<file path="src/rtl/fp_align_pkg.sv">
// Shared definitions for the floating-point exponent-alignment sequencer.
package fp_align_pkg;

    localparam int EXP_W_DEF = 4;
    localparam int MAN_W_DEF = 8;
    localparam int SHIFT_MAX = 7;

    typedef enum logic [1:0] {
        ST_IDLE  = 2'd0,
        ST_ALIGN = 2'd1,
        ST_HOLD  = 2'd2,
        ST_BAD   = 2'd3
    } state_t;

    // OR of the bits that a right shift by amt pushes off the bottom of man.
    function automatic logic lost_bits(input logic [MAN_W_DEF-1:0] man,
                                       input logic [2:0]           amt);
        logic [MAN_W_DEF-1:0] mask;
        mask = (8'd1 << amt) - 8'd1;
        return |(man & mask);
    endfunction

endpackage

</file>
<file path="src/rtl/fp_exp_order.sv">
// Orders an operand pair by exponent; a tie keeps A as the larger operand.
module fp_exp_order #(
    parameter int EXP_W = 4,
    parameter int MAN_W = 8
) (
    input  logic [EXP_W-1:0] exp_a,
    input  logic [MAN_W-1:0] man_a,
    input  logic [EXP_W-1:0] exp_b,
    input  logic [MAN_W-1:0] man_b,
    output logic [EXP_W-1:0] exp_big,
    output logic [MAN_W-1:0] man_big,
    output logic [MAN_W-1:0] man_small,
    output logic [EXP_W-1:0] diff,
    output logic             swapped
);

    // Compare exponents and route the larger operand to the big side.
    always_comb begin
        exp_big   = exp_a;
        man_big   = man_a;
        man_small = man_b;
        diff      = exp_a - exp_b;
        swapped   = 1'b0;
        if (exp_b > exp_a) begin
            exp_big   = exp_b;
            man_big   = man_b;
            man_small = man_a;
            diff      = exp_b - exp_a;
            swapped   = 1'b1;
        end else begin
            swapped   = 1'b0;
        end
    end

endmodule

</file>
<file path="src/rtl/fp_align_ctrl.sv">
// Exponent-alignment sequencer: orders a pair, drives the external shifter
// for one cycle, then holds the aligned pair until the adder takes it.
module fp_align_ctrl
    import fp_align_pkg::*;
#(
    parameter int EXP_W     = EXP_W_DEF,
    parameter int MAN_W     = MAN_W_DEF,
    parameter bit STICKY_EN = 1'b1
) (
    input  logic             clk,
    input  logic             rst_n,
    input  logic             in_valid,
    output logic             in_ready,
    input  logic [EXP_W-1:0] exp_a,
    input  logic [MAN_W-1:0] man_a,
    input  logic [EXP_W-1:0] exp_b,
    input  logic [MAN_W-1:0] man_b,
    output logic [MAN_W-1:0] sh_in,
    output logic [3:0]       sh_amt,
    input  logic [MAN_W-1:0] sh_out,
    output logic             out_valid,
    input  logic             out_ready,
    output logic [EXP_W-1:0] exp_out,
    output logic [MAN_W-1:0] man_big,
    output logic [MAN_W-1:0] man_small,
    output logic             sticky,
    output logic             swapped
);

    logic [EXP_W-1:0] ord_exp_big_s;
    logic [MAN_W-1:0] ord_man_big_s;
    logic [MAN_W-1:0] ord_man_small_s;
    logic [EXP_W-1:0] ord_diff_s;
    logic             ord_swapped_s;
    logic             ord_near_s;

    state_t           state_r;
    state_t           state_s;

    logic [EXP_W-1:0] big_exp_r;
    logic [MAN_W-1:0] big_man_r;
    logic [MAN_W-1:0] small_man_r;
    logic [2:0]       amt_r;
    logic             near_r;
    logic             op_swapped_r;
    logic             sticky_s;

    logic             in_ready_r;
    logic             out_valid_r;
    logic [MAN_W-1:0] sh_in_r;
    logic [3:0]       sh_amt_r;
    logic [EXP_W-1:0] exp_out_r;
    logic [MAN_W-1:0] man_big_r;
    logic [MAN_W-1:0] man_small_r;
    logic             sticky_r;
    logic             swapped_r;

    fp_exp_order #(
        .EXP_W (EXP_W),
        .MAN_W (MAN_W)
    ) u_order (
        .exp_a     (exp_a),
        .man_a     (man_a),
        .exp_b     (exp_b),
        .man_b     (man_b),
        .exp_big   (ord_exp_big_s),
        .man_big   (ord_man_big_s),
        .man_small (ord_man_small_s),
        .diff      (ord_diff_s),
        .swapped   (ord_swapped_s)
    );

    // Shifts beyond the shifter range bypass it entirely.
    assign ord_near_s = (ord_diff_s <= EXP_W'(SHIFT_MAX));

    // State register.
    always_ff @(posedge clk or negedge rst_n) begin
        if (!rst_n) begin
            state_r <= ST_IDLE;
        end else begin
            state_r <= state_s;
        end
    end

    // Next-state logic; the unused encoding falls back to IDLE.
    always_comb begin
        state_s = state_r;
        case (state_r)
            ST_IDLE: begin
                if (in_valid) begin
                    state_s = ST_ALIGN;
                end else begin
                    state_s = ST_IDLE;
                end
            end
            ST_ALIGN: state_s = ST_HOLD;
            ST_HOLD: begin
                if (out_ready) begin
                    state_s = ST_IDLE;
                end else begin
                    state_s = ST_HOLD;
                end
            end
            default: state_s = ST_IDLE;
        endcase
    end

    // Sticky: bits lost by the shifter, or the whole mantissa when bypassed.
    always_comb begin
        sticky_s = 1'b0;
        if (STICKY_EN == 1'b0) begin
            sticky_s = 1'b0;
        end else if (near_r) begin
            sticky_s = lost_bits(small_man_r, amt_r);
        end else begin
            sticky_s = |small_man_r;
        end
    end

    // Operand capture, shifter drive and output registers.
    always_ff @(posedge clk or negedge rst_n) begin
        if (!rst_n) begin
            big_exp_r    <= '0;
            big_man_r    <= '0;
            small_man_r  <= '0;
            amt_r        <= 3'd0;
            near_r       <= 1'b0;
            op_swapped_r <= 1'b0;
            in_ready_r   <= 1'b1;
            out_valid_r  <= 1'b0;
            sh_in_r      <= '0;
            sh_amt_r     <= 4'd0;
            exp_out_r    <= '0;
            man_big_r    <= '0;
            man_small_r  <= '0;
            sticky_r     <= 1'b0;
            swapped_r    <= 1'b0;
        end else begin
            case (state_r)
                ST_IDLE: begin
                    if (in_valid) begin
                        big_exp_r    <= ord_exp_big_s;
                        big_man_r    <= ord_man_big_s;
                        small_man_r  <= ord_man_small_s;
                        amt_r        <= ord_diff_s[2:0];
                        near_r       <= ord_near_s;
                        op_swapped_r <= ord_swapped_s;
                        in_ready_r   <= 1'b0;
                        if (ord_near_s) begin
                            sh_in_r  <= ord_man_small_s;
                            sh_amt_r <= {1'b0, ord_diff_s[2:0]};
                        end else begin
                            sh_in_r  <= '0;
                            sh_amt_r <= 4'd0;
                        end
                    end else begin
                        in_ready_r <= 1'b1;
                    end
                end
                ST_ALIGN: begin
                    exp_out_r   <= big_exp_r;
                    man_big_r   <= big_man_r;
                    swapped_r   <= op_swapped_r;
                    sticky_r    <= sticky_s;
                    if (near_r) begin
                        man_small_r <= sh_out;
                    end else begin
                        man_small_r <= '0;
                    end
                    sh_in_r     <= '0;
                    sh_amt_r    <= 4'd0;
                    out_valid_r <= 1'b1;
                end
                ST_HOLD: begin
                    if (out_ready) begin
                        out_valid_r <= 1'b0;
                        in_ready_r  <= 1'b1;
                    end else begin
                        out_valid_r <= 1'b1;
                    end
                end
                default: begin
                    out_valid_r <= 1'b0;
                    in_ready_r  <= 1'b1;
                    sh_in_r     <= '0;
                    sh_amt_r    <= 4'd0;
                end
            endcase
        end
    end

    assign in_ready  = in_ready_r;
    assign out_valid = out_valid_r;
    assign sh_in     = sh_in_r;
    assign sh_amt    = sh_amt_r;
    assign exp_out   = exp_out_r;
    assign man_big   = man_big_r;
    assign man_small = man_small_r;
    assign sticky    = sticky_r;
    assign swapped   = swapped_r;

endmodule

</file>
<file path="config.mk">
export PLATFORM = sky130hd
export DESIGN_NAME = fp_align_ctrl
export DESIGN_NICKNAME = d
export VERILOG_FILES = /design/src/rtl/fp_align_pkg.sv /design/src/rtl/fp_exp_order.sv /design/src/rtl/fp_align_ctrl.sv
export SDC_FILE = /design/constraint.sdc
export NUM_CORES = 1
export LEC_CHECK = 0
export BUFFER_PORTS_ARGS = -buffer_cell sky130_fd_sc_hd__buf_2
export CORE_AREA = 2 2 96 98
export CTS_CLUSTER_SIZE = 20
export DETAILED_ROUTE_END_ITERATION = 6
export DIE_AREA = 0 0 98 100
export PLACE_DENSITY = 0.59
export SLEW_MARGIN = 20
export SYNTH_ARGS = -nofsm -noshare
export SYNTH_HDL_FRONTEND = slang
export SYNTH_HIERARCHICAL = 1
export SYNTH_SLANG_ARGS = --single-unit
</file>
<file path="constraint.sdc">
create_clock -name clk -period 2.2 [get_ports clk]
set_input_delay 0.44 -clock clk [delete_from_list [all_inputs] [get_ports clk]]
set_output_delay 0.44 -clock clk [all_outputs]
set_load 0.01 [all_outputs]
</file>
==> implementation parameters <==
Parameter                              Value

Timing
  Worst Max-Slew Pin Slew ... 673.5 ps
  Total count of hold-check failures in the final report ... 0
  Final-report setup violation count ... 0
  Min Hold Slack ... between 300 and 400 ps
  Number of slew-limit violations in the final report ... 0
  Final critical path time including I/O delays and setup ... 2155 ps
  Setup slack after layout ... 45.22 ps
  Slew headroom ... 55.10%
  Maximum clock skew at final layout ... 3.504 ps
  Maximum clock frequency ... around 0.46 GHz
  Share of the clock period used by the worst path after layout ... 97.94%

Drt
  Final wirelength ... 6997 um
  Final routed DRC violation total ... 0
  Antenna Nets Post-Route ... 0
  DRT Pass-1 Iters ... 4
  Via density per instance ... 4.708
  Vias after detailed routing ... 2241
  WL/cell ... around 15 um
  Iteration-0 DRC Markers ... 83

Hold path
  Class of the worst hold path ... input pin to flop
  Endpoint, Worst Hold ... man_small[5]
  Instance count along the most critical hold path ... 3
  Startpoint of the lowest-slack hold path ... sh_out[5]

Power
  Flop pwr share ... 40.2%
  Share of total power in combinational logic ... ~40%
  Clk network pwr share ... 19.7%
  Switching Power ... 1.658 mW
  IR Drop Worst-Case VDD ... around 0.37 mV
  Switching fraction of total power ... 33.48%
  Total power divided by cell area ... around 1200 nW/um^2
  Leakage ... 2.078 nW
  Cell internal pwr ... 3.293 mW

GRT
  Initial antenna violation count ... 0
  Via count of the first global-routing pass ... roughly 2300
  Largest net degree at the start of global routing ... 33
  Global-route wire length before repair ... 11590 um
  Final global-route overflow total ... 0
  GRT Total Usage ... between 10 and 15%

Worst setup path
  Data required time of the worst path ... around 2400 ps
  Cell depth of the worst flop-to-flop path ... 4
  Cell count along the critical path ... 9
  Startpoint-to-endpoint class of the critical path ... input pin to flop
  Arrival time at the worst endpoint ... between 2000 and 2500 ps
  Category of the worst setup path capture point ... flop
  Buf/Inv on CP ... 3
  Top delay family on crit path ... multiplexers
  Worst Setup Start Kind ... input pin
  R2r endpoint ... big_exp_r[0]
  Reg2Reg Launch Point ... state_r[0]
  Slack of the worst reg-to-reg path ... ~520 ps
  Cells along the critical path ... buf_2 -> ha_4 -> fa_2 -> nand2b_4 -> a221oi_4 -> buf_6 -> buf_12 -> mux2_2 -> mux2_4
  Standard cell with the maximum stage delay on the critical path ... sky130_fd_sc_hd__mux2_2
  Largest fanout on the critical path ... 7
  Critical path's largest stage delay ... between 300 and 400 ps

Finish
  Diode count ... 0
  Number of nets in the layout ... 410
  Filler cell count ... 860
  Fraction of layout instances using a drive strength above 1 ... 49.59%
  Area added between synthesis and finish ... 33.01%
  Final cell area excluding filler cells ... 4104 sq um

Placed design
  Post-Place Worst Slack ... -894.8 ps
  Standard cell area after detailed placement ... approximately 3800 sq um
  Number of buffer cells added on primary ports ... 70
  Final weighted congestion in routability-driven placement ... 0.8001
  Final HPWL from detailed placement ... 4933 um

Clock network
  CTS Buf Count ... 9
  CTS tree ... yes
  Number of clock sinks ... 62
  Clk pin slew, worst setup/hold paths ... about 60 ps
  Insertion delay of the later-clocked pin in the worst-skew pair ... 330 ps
  Max H-tree Level ... 3
  Cell chosen for the clock root ... sky130_fd_sc_hd__clkbuf_8
  Max Buffers Root-to-Sink ... 2

Synthesis
  Avg Inst Size Synth ... 11.60 sq um
  Syn Std Cell Area ... 3085 sq um
  Total number of yosys warnings ... 6
  Gate Count Post-Synth ... 266
  Sequential share of the synthesized area ... 50.32%
  Number of library cell types mapped by synthesis ... 31
  #FFs+latches synth ... 62
  Post-synthesis net count ... 314

Die
  Number of rows in the core area ... 35
  Initial core utilization ... a little over a third
  Standard cell core area ... 8890 sq um
  Full die area ... 9800 sq um
  Die outline width ... 98 um
  Height of the die ... 100 um
  I/O pin cnt ... 72

Job
  Maximum capacitance violations ... 0

Status
  Result of the run ... completed
logic make-up (layout without fill, tap and decap cells):
group	Yosys count	count (layout)	share of synthesized area, %
AO/OA/AOI/OAI	35	35	6.691
XOR/XNOR	2	2	0.5678
adder cells (fa/ha/maj)	12	12	5.353
buffers and inverters	34	133	5.353
flip-flops	62	62	50.32
multiplexers	55	55	22.02
other	1	1	0.1215
AND/OR/NAND/NOR	65	65	9.570
through the flow:
step | utilization [%] | setup TNS, ps | cells | power, mW
finish | 46.16 | 0 | 476 | 4.951
detailed placement | 42.32 | -20500 | 455 | 3.888
global route | 46.16 | -13.14 | 476 | 5.308
floorplan | - | -6199 | 266 | 3.268
global placement | 42.32 | -19080 | 455 | 3.848
CTS | 46.12 | 0 | 477 | 4.997
final cells by class:
type | instances | area (sq um) | share of cell area (%)
clock buffer | 13 | 158.9 | 3.872
multi-input combinational | 170 | 1510 | 36.80
inverter | 22 | 95.09 | 2.317
sequential | 62 | 1553 | 37.84
tap | 111 | 138.9 | 3.384
clock inverter | 1 | 30.03 | 0.7317
timing repair buffer | 97 | 618.1 | 15.06
power by group through the flow:
stage          registers, mW  logic, mW  clock network (mW)
2_1_floorplan           2.06       1.20                   0
3_3_place_gp            1.99       1.86                   0
3_5_place_dp            2.00       1.89                   0
4_1_cts                 1.99       1.99                1.01
5_1_grt                 2.07       2.18                1.06
6_report                1.99       1.98               0.977
placed cells by master (no fill, tap or decap), types with 9 or more instances in the layout:
cell type,count
sky130_fd_sc_hd__mux2_2,23
sky130_fd_sc_hd__ha_1,9
sky130_fd_sc_hd__clkbuf_8,11
sky130_fd_sc_hd__buf_4,19
sky130_fd_sc_hd__mux2_4,29
sky130_fd_sc_hd__o21ai_0,19
sky130_fd_sc_hd__a21oi_1,9
sky130_fd_sc_hd__nand2_1,38
sky130_fd_sc_hd__buf_2,69
sky130_fd_sc_hd__dfrtp_1,61
sky130_fd_sc_hd__inv_1,21
Yosys cell counts:
cell type / number / area share (%)
sky130_fd_sc_hd__a211oi_1: 1 / 0.24
sky130_fd_sc_hd__a21o_1: 1 / 0.24
sky130_fd_sc_hd__a21oi_1: 10 / 1.6
sky130_fd_sc_hd__a221oi_4: 1 / 0.85
sky130_fd_sc_hd__a22oi_1: 1 / 0.24
sky130_fd_sc_hd__and2_1: 1 / 0.20
sky130_fd_sc_hd__and3_4: 1 / 0.36
sky130_fd_sc_hd__buf_2: 6 / 0.97
sky130_fd_sc_hd__buf_4: 2 / 0.49
sky130_fd_sc_hd__buf_6: 3 / 1.1
sky130_fd_sc_hd__clkbuf_1: 1 / 0.12
sky130_fd_sc_hd__conb_1: 1 / 0.12
sky130_fd_sc_hd__dfrtp_1: 61 / 49
sky130_fd_sc_hd__dfstp_2: 1 / 0.85
sky130_fd_sc_hd__fa_1: 2 / 1.3
sky130_fd_sc_hd__ha_1: 10 / 4.1
sky130_fd_sc_hd__inv_1: 22 / 2.7
sky130_fd_sc_hd__mux2_2: 35 / 13
sky130_fd_sc_hd__mux2_4: 17 / 8.3
sky130_fd_sc_hd__mux2i_1: 3 / 0.97
sky130_fd_sc_hd__nand2_1: 38 / 4.6
sky130_fd_sc_hd__nand2_4: 1 / 0.36
sky130_fd_sc_hd__nand2b_1: 4 / 0.81
sky130_fd_sc_hd__nand3_1: 11 / 1.8
sky130_fd_sc_hd__nor2_1: 5 / 0.61
sky130_fd_sc_hd__nor2b_1: 2 / 0.41
sky130_fd_sc_hd__nor4_1: 2 / 0.41
sky130_fd_sc_hd__o21ai_0: 19 / 3.1
sky130_fd_sc_hd__o22ai_1: 2 / 0.41
sky130_fd_sc_hd__xnor2_1: 1 / 0.28
sky130_fd_sc_hd__xor2_1: 1 / 0.28
layer usage:
metal,track usage (%),vias up,wire length (um)
met5,0,-,0
met4,4.915,0,100
met3,3.830,9,342
met2,24.08,52,3372
met1,19.80,1103,3180
li1,-,1077,-
worst max-delay path by stage:
stage	startpoint	endpoint	slack, ps
floorplan	exp_b[0]	big_man_r[1]	-270
global placement	exp_b[0]	sh_in[7]	-800
detailed placement	exp_b[0]	sh_in[5]	-890
CTS	exp_b[0]	sh_amt[2]	20
global route	exp_a[1]	sh_in[1]	-6
finish	exp_a[0]	small_man_r[0]	50
repair_timing:
item | CTS | global route
endpoints found under the setup margin | 30 | 21
hold buffers | 1 | 0
pin swaps | 3 | 0
buffers inserted | 5 | 1
resized for setup | 11 | 10
cloned | 2 | 0
hold endpoints to repair | 9 | 0
state kept, by name, summed over array words and instances (netlist names), 4 cells and up:
name         count
man_small        8
man_big          8
big_man_r        8
big_exp_r        4
small_man_r      8
exp_out          4
sh_in            8
worst register-to-register path, cell delays in order (launching register included):
cell and delay (ps):
sky130_fd_sc_hd__dfrtp_1 380, sky130_fd_sc_hd__inv_1 110, sky130_fd_sc_hd__ha_1 340, sky130_fd_sc_hd__nand2_4 320, sky130_fd_sc_hd__mux2_4 410
(Power assumes the default switching activity.)
